===== src/rtl/sysread.sv =====
// Console read syscall unit: stalls the processor while it reads one char
// or one signed decimal integer from the console byte stream.
module sysread (
    input  logic        i_clk,
    input  logic        i_rst_n,
    input  logic        i_sys,
    input  logic [31:0] i_num,
    input  logic        i_run,
    output logic        o_run,
    input  logic [7:0]  i_rx_data,
    input  logic        i_rx_valid,
    output logic        o_rx_ready,
    output logic [31:0] o_res,
    output logic        o_res_we
);

    typedef enum logic [2:0] {
        StIdle,
        StRchar,
        StRintSkip,
        StRintDig,
        StDone
    } state_e;

    state_e      state_q, state_d;
    logic [31:0] acc_q, acc_d;
    logic        neg_q, neg_d;
    logic [31:0] res_q, res_d;
    logic        run_q, run_d;

    logic        accept;
    logic        is_digit;
    logic [31:0] digit;

    assign o_rx_ready = (state_q == StRchar) || (state_q == StRintSkip) ||
                        (state_q == StRintDig);
    assign o_res_we   = (state_q == StDone);
    assign o_run      = run_q;
    assign o_res      = res_q;

    assign accept   = i_rx_valid && o_rx_ready;
    assign is_digit = (i_rx_data >= 8'h30) && (i_rx_data <= 8'h39);
    // Low nibble of an ASCII digit is its value.
    assign digit    = {28'b0, i_rx_data[3:0]};

    always_comb begin
        state_d = state_q;
        acc_d   = acc_q;
        neg_d   = neg_q;
        res_d   = res_q;
        run_d   = 1'b0;
        case (state_q)
            StIdle: begin
                run_d = i_run;
                if (i_sys && (i_num == 32'd5)) begin
                    state_d = StRchar;
                    run_d   = 1'b0;
                end else if (i_sys && (i_num == 32'd4)) begin
                    state_d = StRintSkip;
                    run_d   = 1'b0;
                    acc_d   = 32'd0;
                    neg_d   = 1'b0;
                end
            end
            StRchar: begin
                if (accept) begin
                    res_d   = {24'b0, i_rx_data};
                    state_d = StDone;
                end
            end
            StRintSkip: begin
                if (accept) begin
                    case (i_rx_data)
                        8'h20, 8'h09, 8'h0A, 8'h0D: ;
                        8'h2D: begin
                            neg_d   = 1'b1;
                            state_d = StRintDig;
                        end
                        default: begin
                            if (is_digit) begin
                                acc_d   = digit;
                                state_d = StRintDig;
                            end else begin
                                res_d   = 32'd0;
                                state_d = StDone;
                            end
                        end
                    endcase
                end
            end
            StRintDig: begin
                if (accept) begin
                    if (is_digit) begin
                        acc_d = acc_q * 32'd10 + digit;
                    end else begin
                        res_d   = neg_q ? (32'd0 - acc_q) : acc_q;
                        state_d = StDone;
                    end
                end
            end
            StDone: begin
                run_d   = i_run;
                state_d = StIdle;
            end
            default: state_d = StIdle;
        endcase
    end

    always_ff @(posedge i_clk or negedge i_rst_n) begin
        if (!i_rst_n) begin
            state_q <= StIdle;
            acc_q   <= 32'd0;
            neg_q   <= 1'b0;
            res_q   <= 32'd0;
            run_q   <= 1'b0;
        end else begin
            state_q <= state_d;
            acc_q   <= acc_d;
            neg_q   <= neg_d;
            res_q   <= res_d;
            run_q   <= run_d;
        end
    end

endmodule


===== config.mk =====
export PLATFORM = sky130hd
export DESIGN_NAME = sysread
export DESIGN_NICKNAME = d
export VERILOG_FILES = /design/src/rtl/sysread.sv
export SDC_FILE = /design/constraint.sdc
export NUM_CORES = 1
export LEC_CHECK = 0
export ABC_AREA = 1
export BUFFER_PORTS_ARGS = -buffer_cell sky130_fd_sc_hd__buf_2
export CAP_MARGIN = 20
export CORE_MARGIN = 2
export CORE_UTILIZATION = 40
export CTS_CLUSTER_SIZE = 28
export DETAILED_ROUTE_END_ITERATION = 6
export PLACE_DENSITY = 0.63
export SETUP_SLACK_MARGIN = 0.2
export SYNTH_ARGS = -nofsm -noshare
export SYNTH_HDL_FRONTEND = slang
export SYNTH_SLANG_ARGS = --single-unit

===== constraint.sdc =====
create_clock -name i_clk -period 5.8 [get_ports i_clk]
set_input_delay 1.16 -clock i_clk [delete_from_list [all_inputs] [get_ports i_clk]]
set_output_delay 1.16 -clock i_clk [all_outputs]
set_load 0.005 [all_outputs]

# Word level (Yosys, flattened, before mapping)
# Cells that the tools add are included.
dict set report word_totals {
  regBits 69
  out_inout_bits 35
  wordCells 83
}
dict set report classes {
  add_sub_neg 2
  n_mul 1
  magnitude_cmp 2
  eq_ne 24
  muxes 33
  reduce_logical 16
}
# operator count
set ops {}
lappend ops {{$mux 32} 14}
lappend ops {{$pmux 32 s3} 2}
lappend ops {{$eq 32x3->1 const B} 2}
lappend ops {{$add 32x4->32} 1}
lappend ops {{$mul 32x3->31 const B} 1}
lappend ops {{$sub 1x32->32 const A} 1}
lappend ops {{$eq 8x4->1 const B} 3}
lappend ops {{$ne 2x2->1 const B} 11}
lappend ops {{$mux 3} 7}
lappend ops {{$eq 8x6->1 const B} 2}
lappend ops {{$pmux 3 s4} 1}
lappend ops {{$ge 8x6->1 const B} 1}
lappend ops {{$le 8x6->1 const B} 1}
lappend ops {{$reduce_and 8->1} 1}
lappend ops {{$reduce_and 7->1} 1}
lappend ops {{$eq 3x2->1 const B} 2}
lappend ops {{$mux 1} 6}
lappend ops {{$pmux 3 s2} 1}
lappend ops {{$reduce_and 6->1} 1}
lappend ops {{$reduce_bool 3->1} 2}
lappend ops {{$reduce_and 5->1} 1}
lappend ops {{$reduce_or 5->1} 1}
lappend ops {{$logic_and 1x1->1} 4}
lappend ops {{$pmux 1 s2} 2}
lappend ops {{other kinds (8)} 9}

# Logic depth before layout (Yosys ltp)
# Gate-level depths: netlist of the first run.
dict set report logic_depth {
  depth_word 6
  mapped_depth 21
}

# Worst setup path after synthesis of the first run
# OpenSTA, ideal clock, no wires.
dict set report synth_timing {
  path_type {in2reg}
  from {input port i_rx_data[1]}
  to {register acc_q[25]}
  arrival_ns 3.086
  t_required_ns 5.676
  setup_slack_ns 2.590
  stages 15
  n_path_buf 0
  path_cell_list {ha_1 > inv_1 > fa_1 > o21bai_1 > nand2_1 > nor2_1 > nand3_1 > nor2_1 > nand3_4 > nor2_8 > nand2_4 > nor2_8 > nand3_1 > nand3_1 > o21ai_2}
}
dict set report synth_via {
  elab_chain_len 4
}
# element line
set synth_lines {}
lappend synth_lines {{from (decl)} 10} ;# input logic [7:0] i_rx_data,
lappend synth_lines {{$add 32x4->32 (tied with other cells)} 94} ;# acc_d = acc_q * 32'd10 + digit;
lappend synth_lines {{$mux 32 (tied with other cells)} 93} ;# if (is_digit) begin
lappend synth_lines {{$mux 32 / $ne 2x2->1 (equally long branches)} --}
lappend synth_lines {{$pmux 32 s3 / $reduce_and 8->1 (equally long branches)} --}
lappend synth_lines {{to (signal assigned)} 112} ;# acc_q <= 32'd0;
lappend synth_lines {{to (signal assigned)} 118} ;# acc_q <= acc_d;
lappend synth_lines {{to (decl)} 26} ;# logic [31:0] acc_q, acc_d;
# Several ways; a longest one is shown, not always the timed one. The select of a mux whose other input is x is not followed.
# A chain may end at the register's enable or synchronous reset.

# Final worst setup path of the first run
dict set report layout_timing {
  from {input port i_num[8]}
  to {register acc_q[14]}
}
dict set report layout_via {
  elab_chain_len 4
}
# element line
set layout_lines {}
lappend layout_lines {{from (decl)} 7} ;# input logic [31:0] i_num,
lappend layout_lines {{$eq 32x3->1, on equally long branches} {58, 55}}
lappend layout_lines {{$logic_and 1x1->1, on equally long branches} {58, 55}}
lappend layout_lines {{$ne 2x2->1 (no source line)} --}
lappend layout_lines {{$reduce_and 8->1 (no source line) (*)} --}
# Every way passes the cells marked *; elsewhere a longest branch is shown, timed or not.

==> results by group, run 1 <==
Power and ir drop
  • Max VDD drop: 0.000213 V
  • Leakage power: between 4 and 5 nW
  • PwrDens: about 230 nW/um2

Setup path
  • Req. time, crit path: slightly above 6 ns
  • R2R Setup Slk: about 2.5 ns
  • Worst r2r path cells: 19
  • Worst Path Arrival: approximately 4.2 ns
  • Critical path fanouts, max: 26
  • CP Launch Point: i_num[8]
  • Critical path capture point type: flip-flop
  • Worst setup path end: acc_q[14]
  • Critical path class: in -> reg
  • FF-to-FF End: acc_q[26]
  • FF-to-FF Start: acc_q[1]
  • Startpoint types: primary input

Final layout
  • Most frequent cells in the layout: 362 x nand2_1, 170 x inv_1, 101 x nand3_1
  • Final instance area: about 8200 um2
  • # nets final: between 1000 and 1500
  • Share of layout cells above drive strength 1: ~14%
  • Non-Filler Instances: 1461
  • P&R area growth vs syn: 12.3%
  • Commonest non-fill, non-tap cell in the layout: nand2_1
  • N_diodes: 0

Route
  • Final Routed Wirelength: around 20000 um
  • Wire length per cell: approximately 14 um
  • Detailed Routing Iterations Pass 1: 7
  • Post-DRT Antenna Nets: 0
  • Drt drc: 0
  • Via count: around 7300
  • Via/cell ratio: approximately 5
  • Iter 0 DRT Violations: 453

Yosys
  • Synthesized cell area: 7330 um2
  • #FFs+latches synth: 69
  • EDFF count, synth: 0
  • Yosys warns: 0
  • Post-synthesis instance total: about 1200
  • Avg Cell Area, Syn: 6.37 um2
  • Top_reg_cell synth: dfrtp_1
  • Syn nets: between 1000 and 1500
  • Asr flop ratio synth: 100%
  • Unique cell type count in the Yosys netlist: 47
  • Seq/Total Area, Yosys: a little under a quarter

STA
  • Max-slew headroom: around two fifths
  • Clock period minus worst slack: just under 4 ns
  • Setup TNS Final: 0 ns
  • Peak Freq: between 200 and 300 MHz
  • Fin. max-slew vios: 0
  • Final period util: 67.9%
  • Hold Violations, Final: 0
  • RSZ-0062 raised after global routing: false
  • Worst Clk Skew: about 0.0066 ns
  • Final setup vio count: 0
  • Actual slew at the worst max-slew pin: between 0.8 and 0.9 ns

GRT
  • Largest net degree at the start of global routing: 55
  • Initial antenna violation count: 0
  • First-pass GRT wire length: roughly 34000 um
  • Vias in the first global route: slightly below 7000
  • Total Routing Usage GR: 20.9%
  • Grt total ovfl: 0

Hold path
  • Min-delay worst type: reg -> reg
  • Hold_sp: o_res[21]

Floorplan
  • IO Pins: 80
  • Die Wd: 139 um
  • Site Rows: 49
  • Core Footprint: 18000 um2
  • Initial Util: 40.8%
  • Die Y: approximately 140 um
  • DIE AREA: 19400 um2

Place
  • Placed Area: around 7900 um2
  • DP HPWL: around 16000 um
  • Post-Place Cells: roughly 1400
  • Global placer's final weighted congestion: about 0.90
  • # port buffers: slightly below 80

Clock tree
  • Cts hold-fix bufs: 0
  • Max clock buf depth: 2
  • Post-cts sizing count: 0
  • TritonCTS clock tree: yes
  • Clk sink count: 69
  • Clock Tree Root: clkbuf_16
  • Worst-skew pair later-pin latency: between 0.3 and 0.4 ns
  • Number of setup buffers added after CTS: 0
  • H-tree depth: 3
  • Num CTS Buffers: 9
  • Worst-path clk slew: 0.05 ns

Run status
  • Status: finished, final reports clean

Job
  • Max_cap viols: 0
[report_power, final]
| group | leakage (nW) | total, W | internal (W) | switching (W) |
|---|---|---|---|---|
| sequential | 0.949 | 0.000598 | 0.000534 | 0.0000635 |
| combinational | 3.43 | 0.000734 | 0.000237 | 0.000498 |
| clock | 0.149 | 0.000539 | 0.000341 | 0.000198 |
| total | 4.53 | 0.00187 | 0.00111 | 0.000759 |
[critical path, stage by stage]
cell and delay (ns):
buf_2 0.09, or2_2 0.30, nor4_1 0.29, nand4_1 0.14
nand2_1 0.13, nand3_1 0.42, inv_2 0.53, nand2_2 0.24
inv_1 0.53, o221ai_1 0.23, o21ai_0 0.11
[how the worst min path moves through the flow]
stage,slack [ns],endpoint,cells after the start
finish,0.48,o_res[21],2
global route,0.50,o_res[23],2
CTS,0.49,o_res[12],2
detailed placement,0.47,o_res[2],2
global placement,0.46,o_res[25],2
floorplan,0.47,o_res[3],2
[Yosys cell counts (2+ instances only)]
master	n	area [um2]
nand2_1	362	1360
inv_1	170	638
nand3_1	101	505
nor2_1	91	342
dfrtp_1	69	1730
ha_1	59	738
o21ai_0	44	220
a21oi_1	31	155
nand2_2	23	144
o21ai_1	17	85.1
xor2_1	17	149
nand4_1	15	93.8
nor2_2	13	81.3
nor3_1	13	65.1
o22ai_1	12	75.1
inv_2	11	41.3
nand3_2	8	80.1
nor4_1	8	50.1
clkbuf_1	7	26.3
nor2_4	7	78.8
o211ai_1	6	45.0
or2_2	6	37.5
and2_1	5	31.3
a22o_1	4	35.0
buf_4	4	30.0
nand3b_1	4	30.0
o21bai_1	4	30.0
a22oi_1	3	22.5
a32oi_1	3	26.3
nand2_4	3	33.8
o221ai_1	3	26.3
o31ai_1	3	22.5
xnor2_1	3	26.3
a21oi_2	2	17.5
buf_6	2	22.5
fa_1	2	40.0
nand3_4	2	35.0
nor2_8	2	40.0
o21a_1	2	15.0
xor2_4	2	55.1
[layout make-up]
| cell class | count | area [um2] |
|---|---|---|
| timing repair buffer | 80 | 403 |
| sequential | 69 | 1730 |
| fill | 1889 | 9740 |
| inverter | 181 | 679 |
| clock inverter | 5 | 50.0 |
| clock buffer | 11 | 243 |
| tap | 229 | 287 |
| multi-input combinational | 886 | 4840 |
[cell families after synthesis]
family / synth area share (%)
AO/OA/AOI/OAI: 11.0
buffers and inverters: 10.4
XOR/XNOR: 3.14
AND/OR/NAND/NOR: 41.2
adder cells (fa/ha/maj): 10.6
flip-flops: 23.6
[stage by stage]
step | total power (W) | utilization (%) | hold slack, ns | worst slack, ns
after global placement | 0.00133 | 44.2 | 0.460 | 1.53
after CTS | 0.00188 | 45.8 | 0.485 | 1.81
after global routing | 0.00202 | 45.8 | 0.498 | 1.58
after floorplan | 0.00114 | - | 0.472 | 2.59
after detailed placement | 0.00134 | 44.2 | 0.466 | 1.48
final | 0.00187 | 45.8 | 0.477 | 1.86
[routing by layer]
metal	part of all wire (%)	vias to the layer above	routed length [um]	global-route usage [%]
li1	-	3869	-	-
met2	43	168	8560	33.5
met5	0	-	0	0
met4	1.4	0	272	5.05
met1	51	3269	10200	30.5
met3	4.7	18	942	2.06
[state kept, by name, indices dropped and copies added (netlist names)]
signal / cells
acc_q: 32
neg_q: 1
o_res: 32
o_run: 1
state_q: 3
Note: power is estimated with default switching activity, not from simulation.
==> run 2, diff against run 1 <==
--- a/config.mk
+++ b/config.mk
@@ -12,7 +12,7 @@
 export CORE_UTILIZATION = 40
 export CTS_CLUSTER_SIZE = 28
 export DETAILED_ROUTE_END_ITERATION = 6
-export PLACE_DENSITY = 0.63
+export PLACE_DENSITY = 0.65
 export SETUP_SLACK_MARGIN = 0.2
 export SYNTH_ARGS = -nofsm -noshare
 export SYNTH_HDL_FRONTEND = slang
==> constraint.sdc (replaced) <==
create_clock -name i_clk -period 3.2 [get_ports i_clk]
set_input_delay 0.64 -clock i_clk [delete_from_list [all_inputs] [get_ports i_clk]]
set_output_delay 0.64 -clock i_clk [all_outputs]
set_load 0.005 [all_outputs]
==> results by group, run 2 (synthesis gave the netlist of run 1 again) <==
Setup path
  • Worst r2r path cells: 17 (was 19)
  • Crit-path cells: ha_4 > ha_4 > fa_2 > nand2_1 > inv_2 > nand2_2 > nor2_4 > nand3_4 > nor2_4 > nand3_4 > nor2_8 > nand2_4 > nor2_8 > nand2_1 > nand2_1 > nand3_2 > o21ai_2 (was buf_2 > or2_2 > nor4_1 > nand4_1 > nand2_1 > nand3_1 > inv_2 > nand2_2 > inv_1 > o221ai_1 > o21ai_0)
  • CP max stage delay: 0.54 ns (was 0.53 ns)
  • Critical path capture point type: flip-flop (unchanged)
  • CP Launch Point: acc_q[3] (was i_num[8])
  • Critical path class: reg -> reg (was in -> reg)
  • R2R Setup Slk: 0.28 ns (was 2.45 ns)
  • Worst Path Arrival: 3.18 ns (was 4.19 ns)
  • Critical path fanouts, max: 6 (was 26)
  • FF-to-FF End: acc_q[25] (was acc_q[26])
  • Max stage delay cell, worst path: fa_2 (was inv_2)
  • FF-to-FF Start: acc_q[3] (was acc_q[1])
  • CP most frequent cell: nand2_1
  • Req. time, crit path: 3.46 ns (was 6.05 ns)
  • Startpoint types: flip-flop (was primary input)

STA
  • Final period util: 91.2%
  • Max-slew headroom: 55.8% (was 40.1%)
  • Clock period minus worst slack: 2.92 ns
  • Hold Violations, Final: 0 (unchanged)
  • Peak Freq: roughly 340 MHz
  • Final setup vio count: 0 (unchanged)
  • Fin. max-slew vios: 0 (unchanged)
  • Worst Clk Skew: 0.00587 ns (was 0.00658 ns)
  • Actual slew at the worst max-slew pin: 0.663 ns (was 0.898 ns)
  • RSZ-0062 raised after global routing: true (was false)
  • Setup TNS Final: 0 ns (unchanged)

Final layout
  • P&R area growth vs syn: 20.4% (was 12.3%)
  • Share of layout cells above drive strength 1: 22.2% (was 14.3%)
  • # nets final: 1361 (was 1333)
  • N_diodes: 0 (unchanged)
  • Most frequent cells in the layout: 348 x nand2_1, 168 x inv_1, 95 x nand3_1 (was 362 x nand2_1, 170 x inv_1, 101 x nand3_1)
  • Commonest non-fill, non-tap cell in the layout: nand2_1 (unchanged)
  • Non-Filler Instances: 1489 (was 1461)
  • Filler cells: 1863 (was 1889)

Floorplan
  • Site Rows: 49 (unchanged)
  • Core Footprint: 18000 um2 (unchanged)
  • Initial Util: 40.8% (unchanged)
  • Die Y: 139 um (unchanged)
  • DIE AREA: 19400 um2 (unchanged)
  • Die Wd: 139 um (unchanged)
  • IO Pins: 80 (unchanged)

GRT
  • Grt total ovfl: 0 (unchanged)
  • First-pass GRT wire length: 33400 um (was 33600 um)
  • Largest net degree at the start of global routing: 29 (was 55)
  • Initial antenna violation count: 0 (unchanged)
  • Total Routing Usage GR: 20.8% (was 20.9%)
  • Vias in the first global route: 6905 (was 6897)

Hold path
  • Min-delay worst type: in -> async (was reg -> reg)

Place
  • # port buffers: 79 (unchanged)
  • Global placer's final weighted congestion: 0.904 (was 0.897)
  • DP HPWL: 16600 um (was 16500 um)
  • Post-Place Cells: 1458 (was 1445)

Power and ir drop
  • Pint: 0.00216 W (was 0.00111 W)
  • Net Sw Frac: 40.1% (was 40.6%)
  • Max VDD drop: 0.000382 V (was 0.000213 V)
  • Clk pwr share: 28.6% (was 28.8%)
  • Leakage power: 4.62 nW (was 4.53 nW)
  • PwrDens: 408 nW/um2 (was 227 nW/um2)
  • Sequential power share: 29.2% (was 31.9%)
  • Combinational Power Share: 42.3% (was 39.2%)
  • NetSw: 0.00144 W (was 0.000759 W)

Clock tree
  • Clk sink count: 69 (unchanged)
  • Worst-skew pair later-pin latency: 0.33 ns (about the same)
  • H-tree depth: 3 (unchanged)
  • Clock Tree Root: clkbuf_16 (unchanged)
  • TritonCTS clock tree: yes (unchanged)
  • Max clock buf depth: 2 (unchanged)
  • Num CTS Buffers: 9 (unchanged)
  • Worst-path clk slew: 0.06 ns (was 0.05 ns)

Route
  • Via/cell ratio: 5.11 (was 5.01)
  • Post-DRT Antenna Nets: 0 (unchanged)
  • Drt drc: 0 (unchanged)
  • Detailed Routing Iterations Pass 1: 5 (was 7)
  • Wire length per cell: 13.9 um (was 13.7 um)
  • Final Routed Wirelength: 20700 um (was 20000 um)
  • Via count: 7608 (was 7324)
  • Iter 0 DRT Violations: 425 (was 453)

Run status
  • Status: finished, final reports clean (unchanged)

Job
  • Max_cap viols: 0 (unchanged)
## run 2: cell types whose count changed in the layout (fill, tap and decap cells not counted), moves of 4 or more
| cell | before | now |
|---|---|---|
| nand2_1 | 362 | 348 |
| ha_4 | 0 | 12 |
| nor2_2 | 13 | 19 |
| ha_1 | 59 | 36 |
| dfrtp_1 | 69 | 56 |
| ha_2 | 0 | 11 |
| dfrtp_2 | 0 | 13 |
| a21oi_1 | 31 | 27 |
| nand3_1 | 101 | 95 |
| nor2_4 | 7 | 13 |
| buf_4 | 1 | 29 |
| nand3_2 | 8 | 12 |
| nand2_2 | 23 | 35 |
| nor2_1 | 91 | 79 |
## run 2: power by group through the flow
stage,Clock (W),Sequential (W),Combinational [W]
4_1_cts,0.00103,0.00104,0.00143
2_1_floorplan,0,0.00104,0.00102
3_3_place_gp,0,0.00106,0.00141
5_1_grt,0.00107,0.00106,0.00170
6_report,0.00103,0.00105,0.00152
3_5_place_dp,0,0.00106,0.00142
## run 2: critical path: cells and delay by family (launching register included)
kind,cells,cell delay (ns)
AOI/OAI and AO/OA,1,0.07
DFF,1,0.45
buffers and inverters,1,0.08
adders and majority gates,3,0.98
and+or+nand+nor,12,1.26
## run 2: routing by layer
metal | GRT usage (%) | wire length, um
met5 | 0 | 0
met3 | 2.03 | 994
met4 | 5.37 | 279
met1 | 30.2 | 10200
met2 | 33.4 | 9260
## run 2: area by class of cell
cell class,instances,area (um2),area share [%]
clock buffer,12,267,3.02
tap,229,287,3.25
sequential,69,1740,19.7
clock inverter,4,45.0,0.510
multi-input combinational,886,5190,58.8
inverter,181,679,7.70
timing repair buffer,108,613,6.95
## run 2: metrics by stage
step | util (%) | instance area [um2] | power, W | hold slack, ns | setup slack, ns
floorplan | - | 7330 | 0.00207 | 0.344 | 0.336
detailed placement | 44.7 | 8030 | 0.00248 | 0.462 | 0.0648
finish | 49.1 | 8830 | 0.00360 | 0.332 | 0.281
global placement | 44.7 | 8030 | 0.00247 | 0.462 | 0.151
CTS | 46.5 | 8360 | 0.00351 | 0.357 | 0.184
global route | 49.1 | 8830 | 0.00383 | 0.391 | 0.151
## run 2: worst max path at each step
stage,end,cells past startpoint
after floorplan,acc_q[25],17
after global placement,acc_q[25],17
after detailed placement,acc_q[26],19
after CTS,acc_q[26],19
after global routing,acc_q[25],17
final,acc_q[25],17
## run 2: timing repair
action	4_1_cts	5_1_grt
hold buffers	0	0
setup buffers	0	15
pin swaps	2	15
setup endpoints to repair	12	16
gates resized for setup	6	86
